[config.mk]
export PLATFORM = sky130hd
export DESIGN_NAME = id_gen
export DESIGN_NICKNAME = d
export VERILOG_FILES = /design/src/rtl/id_gen.sv
export SDC_FILE = /design/constraint.sdc
export NUM_CORES = 1
export LEC_CHECK = 0
export CORE_UTILIZATION = 40
export DETAILED_ROUTE_END_ITERATION = 8
export GPL_TIMING_DRIVEN = 0
export HOLD_SLACK_MARGIN = 0.02
export SLEW_MARGIN = 0
export SYNTH_ARGS = -nofsm -noshare
export SYNTH_HDL_FRONTEND = slang
export SYNTH_SLANG_ARGS = --single-unit
[constraint.sdc]
create_clock -name clk -period 7.3 [get_ports clk]
set_clock_uncertainty 0.05 [all_clocks]
set_input_delay 1.46 -clock clk [delete_from_list [all_inputs] [get_ports clk]]
set_output_delay 1.46 -clock clk [all_outputs]
set_load 0.02 [all_outputs]
[src/rtl/id_gen.sv]
// id_gen: serial ID body in, weighted check digit appended, 10-symbol ID out.
// Illegal bodies produce a single out_err pulse instead of a stream.
module id_gen (
    input  logic       clk,
    input  logic       rst_n,
    input  logic       in_valid,
    input  logic [5:0] in_id,
    output logic       in_ready,
    output logic       out_valid,
    output logic [5:0] out_id,
    output logic       out_err
);

    localparam logic [2:0] S_IDLE = 3'd0;
    localparam logic [2:0] S_LOAD = 3'd1;
    localparam logic [2:0] S_CALC = 3'd2;
    localparam logic [2:0] S_SEND = 3'd3;
    localparam logic [2:0] S_ERR  = 3'd4;

    logic [2:0] state_q, state_d;
    logic [3:0] cnt_q, cnt_d;
    logic [8:0] acc_q, acc_d;
    logic       bad_q, bad_d;
    logic [3:0] chk_q, chk_d;
    logic [5:0] sym_q [9];
    logic [5:0] sym_d [9];
    logic       ov_q, ov_d;
    logic       oe_q, oe_d;
    logic [5:0] oid_q, oid_d;
    logic [5:0] sym_rd;
    logic       accept;

    function automatic logic [8:0] weight_add(
        input logic [3:0] k,
        input logic [5:0] s
    );
        logic [8:0] s9;
        s9 = {3'b000, s};
        if (k == 4'd0)
            return s9 / 9'd10 + (s9 % 9'd10) * 9'd9;
        else
            return s9 * (9'd9 - {5'b00000, k});
    endfunction

    function automatic logic illegal(
        input logic [3:0] k,
        input logic [5:0] s
    );
        if (k == 4'd0)
            return (s < 6'd10) || (s > 6'd35);
        else
            return s > 6'd9;
    endfunction

    // Hold off a new frame until the last output symbol has drained.
    assign in_ready = ((state_q == S_IDLE) || (state_q == S_LOAD)) && !ov_q;
    assign accept   = in_valid && in_ready;

    always_comb begin
        sym_rd = '0;
        for (int i = 0; i < 9; i++)
            if (cnt_q == i[3:0])
                sym_rd = sym_q[i];
    end

    always_comb begin
        state_d = state_q;
        cnt_d   = cnt_q;
        acc_d   = acc_q;
        bad_d   = bad_q;
        chk_d   = chk_q;
        sym_d   = sym_q;
        ov_d    = 1'b0;
        oe_d    = 1'b0;
        oid_d   = '0;
        case (state_q)
            S_IDLE: begin
                if (accept) begin
                    sym_d[0] = in_id;
                    cnt_d    = 4'd1;
                    acc_d    = weight_add(4'd0, in_id);
                    bad_d    = illegal(4'd0, in_id);
                    state_d  = S_LOAD;
                end
            end
            S_LOAD: begin
                if (in_valid) begin
                    for (int i = 1; i < 9; i++)
                        if (cnt_q == i[3:0])
                            sym_d[i] = in_id;
                    acc_d = acc_q + weight_add(cnt_q, in_id);
                    bad_d = bad_q | illegal(cnt_q, in_id);
                    cnt_d = cnt_q + 4'd1;
                    if (cnt_q == 4'd8)
                        state_d = S_CALC;
                end else begin
                    cnt_d   = '0;
                    acc_d   = '0;
                    bad_d   = 1'b0;
                    state_d = S_IDLE;
                end
            end
            S_CALC: begin
                chk_d   = 4'((9'd10 - acc_q % 9'd10) % 9'd10);
                cnt_d   = '0;
                state_d = bad_q ? S_ERR : S_SEND;
            end
            S_SEND: begin
                ov_d  = 1'b1;
                oid_d = (cnt_q == 4'd9) ? {2'b00, chk_q} : sym_rd;
                cnt_d = cnt_q + 4'd1;
                if (cnt_q == 4'd9) begin
                    cnt_d   = '0;
                    acc_d   = '0;
                    bad_d   = 1'b0;
                    state_d = S_IDLE;
                end
            end
            S_ERR: begin
                ov_d    = 1'b1;
                oe_d    = 1'b1;
                cnt_d   = '0;
                acc_d   = '0;
                bad_d   = 1'b0;
                state_d = S_IDLE;
            end
            default: state_d = S_IDLE;
        endcase
    end

    always_ff @(posedge clk or negedge rst_n) begin
        if (!rst_n) begin
            state_q <= S_IDLE;
            cnt_q   <= '0;
            acc_q   <= '0;
            bad_q   <= 1'b0;
            chk_q   <= '0;
            ov_q    <= 1'b0;
            oe_q    <= 1'b0;
            oid_q   <= '0;
            for (int i = 0; i < 9; i++)
                sym_q[i] <= '0;
        end else begin
            state_q <= state_d;
            cnt_q   <= cnt_d;
            acc_q   <= acc_d;
            bad_q   <= bad_d;
            chk_q   <= chk_d;
            ov_q    <= ov_d;
            oe_q    <= oe_d;
            oid_q   <= oid_d;
            for (int i = 0; i < 9; i++)
                sym_q[i] <= sym_d[i];
        end
    end

    assign out_valid = ov_q;
    assign out_err   = oe_q;
    assign out_id    = oid_q;

endmodule

==> impl_metrics.env <==
export IMPL_area_growth_pct=10.9
export IMPL_yosysSeqAreaShare_pct=29.9
export IMPL_critPathRequiredTime_ns=7.45
export IMPL_layout_common_cells="dfrtp_1, nor2_1, nand2_1, ha_1, mux2_2"
export IMPL_clock_path_buffers=2
export IMPL_yosysWarnings=0
export IMPL_rows=47
export IMPL_drive_gt1_share_pct=12.5
export IMPL_cts_sinks=83
export IMPL_crit_type="primary input to flip-flop"
export IMPL_startpoint_type="primary input"
export IMPL_vias_per_cell=5.44
export IMPL_cap_violations=0
export IMPL_final_cells=1026
export IMPL_antenna_found_initial=0
export IMPL_cts_buffers=9
export IMPL_dpl_instance_area_um2=7370
export IMPL_finalCriticalPeriod_ns=6.87
export IMPL_end_kind="flip-flop"
export IMPL_cts_tree="done"
export IMPL_cp_slowest_cell="fa_1"
export IMPL_initial_utilization_pct=41.4
export IMPL_synth_edf_count=0
export IMPL_ys_types=76
export IMPL_core_area_um2=16800
export IMPL_first_global_vias=5276
export IMPL_synthFlopType="dfrtp_1"
export IMPL_ctsHtreeMaxLevel=3
export IMPL_yosys_top_cells_area="dfrtp_1, ha_1, mux2_2"
export IMPL_gp_congestion=0.827
export IMPL_vias=5584
export IMPL_crit_fanout=10
export IMPL_nets=882
export IMPL_relSlewSlack_pct=39.0
export IMPL_clkLatencyLatePin_ns=0.34
export IMPL_final_util_pct=46.0
export IMPL_min_to="sym_q[49]"
export IMPL_finalInstanceArea_um2=7700
export IMPL_overflow=0
export IMPL_drv_slew=0
export IMPL_first_pass_iters=4
export IMPL_finalCritPeriodShare_pct=94.2
export IMPL_yosysTopAreaCell="dfrtp_1"
export IMPL_hold_depth=2
export IMPL_cts_reportedPaths_clkPinSlew_ns=0.06
export IMPL_cpPeakStageDelay_ns=0.45
export IMPL_place_detailed_hpwl_mm=12.2
export IMPL_cts_hold_buf=0
export IMPL_reg2reg_depth=28
export IMPL_grt_usage_pct=18.6
export IMPL_synthArstFlopShare_pct=100
export IMPL_portBuffers=13
export IMPL_final_common_cell="dfrtp_1"
export IMPL_rr_endpoint="chk_q[3]"
export IMPL_critPathArrivalTime_ns=7.03
export IMPL_status="finished, final reports clean"
export IMPL_holdCritPathClass="flip-flop to flip-flop"
export IMPL_grt_max_degree=44
export IMPL_synth_seq_cells=83
export IMPL_worst_pin_slew_ns=0.908
export IMPL_fmax_ghz=0.145
export IMPL_drt_drc_violations_left=0
export IMPL_drtIter0Drc=189
export IMPL_ant_nets=0
export IMPL_synth_area_um2=6940
export IMPL_rsz0062_at_grt="false"
export IMPL_totalWireLength_mm=16.0
export IMPL_dieArea_um2=17900
export IMPL_post_route_worst_setup_slack_ns=0.425
export IMPL_synth_fp_nets=857
export IMPL_die_w_um=134
export IMPL_die_y_um=134
export IMPL_root_buffer="clkbuf_16"
export IMPL_hold_violations=0
export IMPL_dp_cells=1010
export IMPL_reg2reg_slack_ns=0.84
export IMPL_synth_top_area_share_pct=29.9
export IMPL_grt_pass1_wl_mm=26.7
export IMPL_io_pins=18
export IMPL_synthCells=776
export IMPL_antenna_cells=0
export IMPL_setup_viol=0
export IMPL_reg2reg_from="acc_q[5]"
export IMPL_avgSynthCellArea_um2=8.95
export IMPL_dp_worst_setup_slack_ns=-0.178
export IMPL_min_from="sym_q[49]"
export IMPL_detail_route_wl_per_cell_um=15.6
[per-stage QoR]
step	hold slack [ns]	TNS, ns
3_5_place_dp	0.422	-0.178
2_1_floorplan	0.399	0
3_3_place_gp	0.412	-0.102
4_1_cts	0.436	0
6_report	0.434	0
5_1_grt	0.456	0
[routing by layer]
layer  share of wire, %  track usage (%)  vias up
li1                   -                -     2811
met1                 49             26.1     2680
met2                 47             30.1       81
met3                2.7             3.04       12
met4                1.0             3.98        0
met5                  0                0        -
[final cells by class]
type | count | area [µm²]
buffer | 41 | 178
clock buffer | 10 | 239
clock inverter | 6 | 86.3
fill | 1643 | 9060
inverter | 46 | 173
multi-input combinational | 606 | 4530
sequential | 83 | 2080
tap | 220 | 275
timing repair buffer | 14 | 148
[critical path: cells and delay by family]
kind / cells / cell delay [ns]
simple gates: 4 / 0.51
compound gates: 11 / 1.98
buf+inv: 3 / 0.75
xor+xnor: 4 / 0.82
fa+ha+maj: 5 / 1.49
[timing repair]
item | in CTS | in global routing
setup endpoints to repair | 0 | 1
setup buffers | 0 | 0
resized for setup | 0 | 5
[worst max path at each step]
stage / startpoint / endpoint / slack [ns]
after floorplan: in_id[2] / acc_q[8] / 0.94
after global placement: in_id[4] / acc_q[8] / -0.10
after detailed placement: in_id[4] / acc_q[8] / -0.18
after CTS: in_id[4] / acc_q[8] / 0.17
after global routing: in_id[4] / acc_q[8] / 0.03
final: in_id[4] / acc_q[8] / 0.43
[sequential cells by signal (all words and copies together), names as in the netlist]
signal	flops
cnt_q	4
state_q	3
out_valid	1
out_err	1
sym_q	54
bad_q	1
out_id	6
acc_q	9
chk_q	4
[logic make-up (layout without fill, tap and decap cells)]
| logic type | Yosys count | in the layout | share of synthesized area [%] |
|---|---|---|---|
| muxes | 51 | 51 | 8.20 |
| AOI/OAI and AO/OA | 207 | 207 | 21.0 |
| DFF | 83 | 83 | 29.9 |
| adders and majority gates | 72 | 72 | 14.6 |
| and+or+nand+nor | 241 | 241 | 16.8 |
| buffers and inverters | 87 | 117 | 5.01 |
| xor gates and xnor gates | 35 | 35 | 4.52 |
[Yosys cell counts, drive strengths merged, types with 8 or more instances]
cell	number
dfrtp	83
nor2	80
nand2	71
ha	57
a21oi	48
mux2	47
inv	45
o21ai	45
clkbuf	32
xnor2	26
a22oi	21
and2	16
fa	15
a21o	14
a211oi	13
nor2b	11
o211ai	11
buf	9
nand3	9
xor2	9
o21bai	8
Power is not shown: default switching activity piles up to over one toggle a cycle in this logic, so the estimate is an artifact.
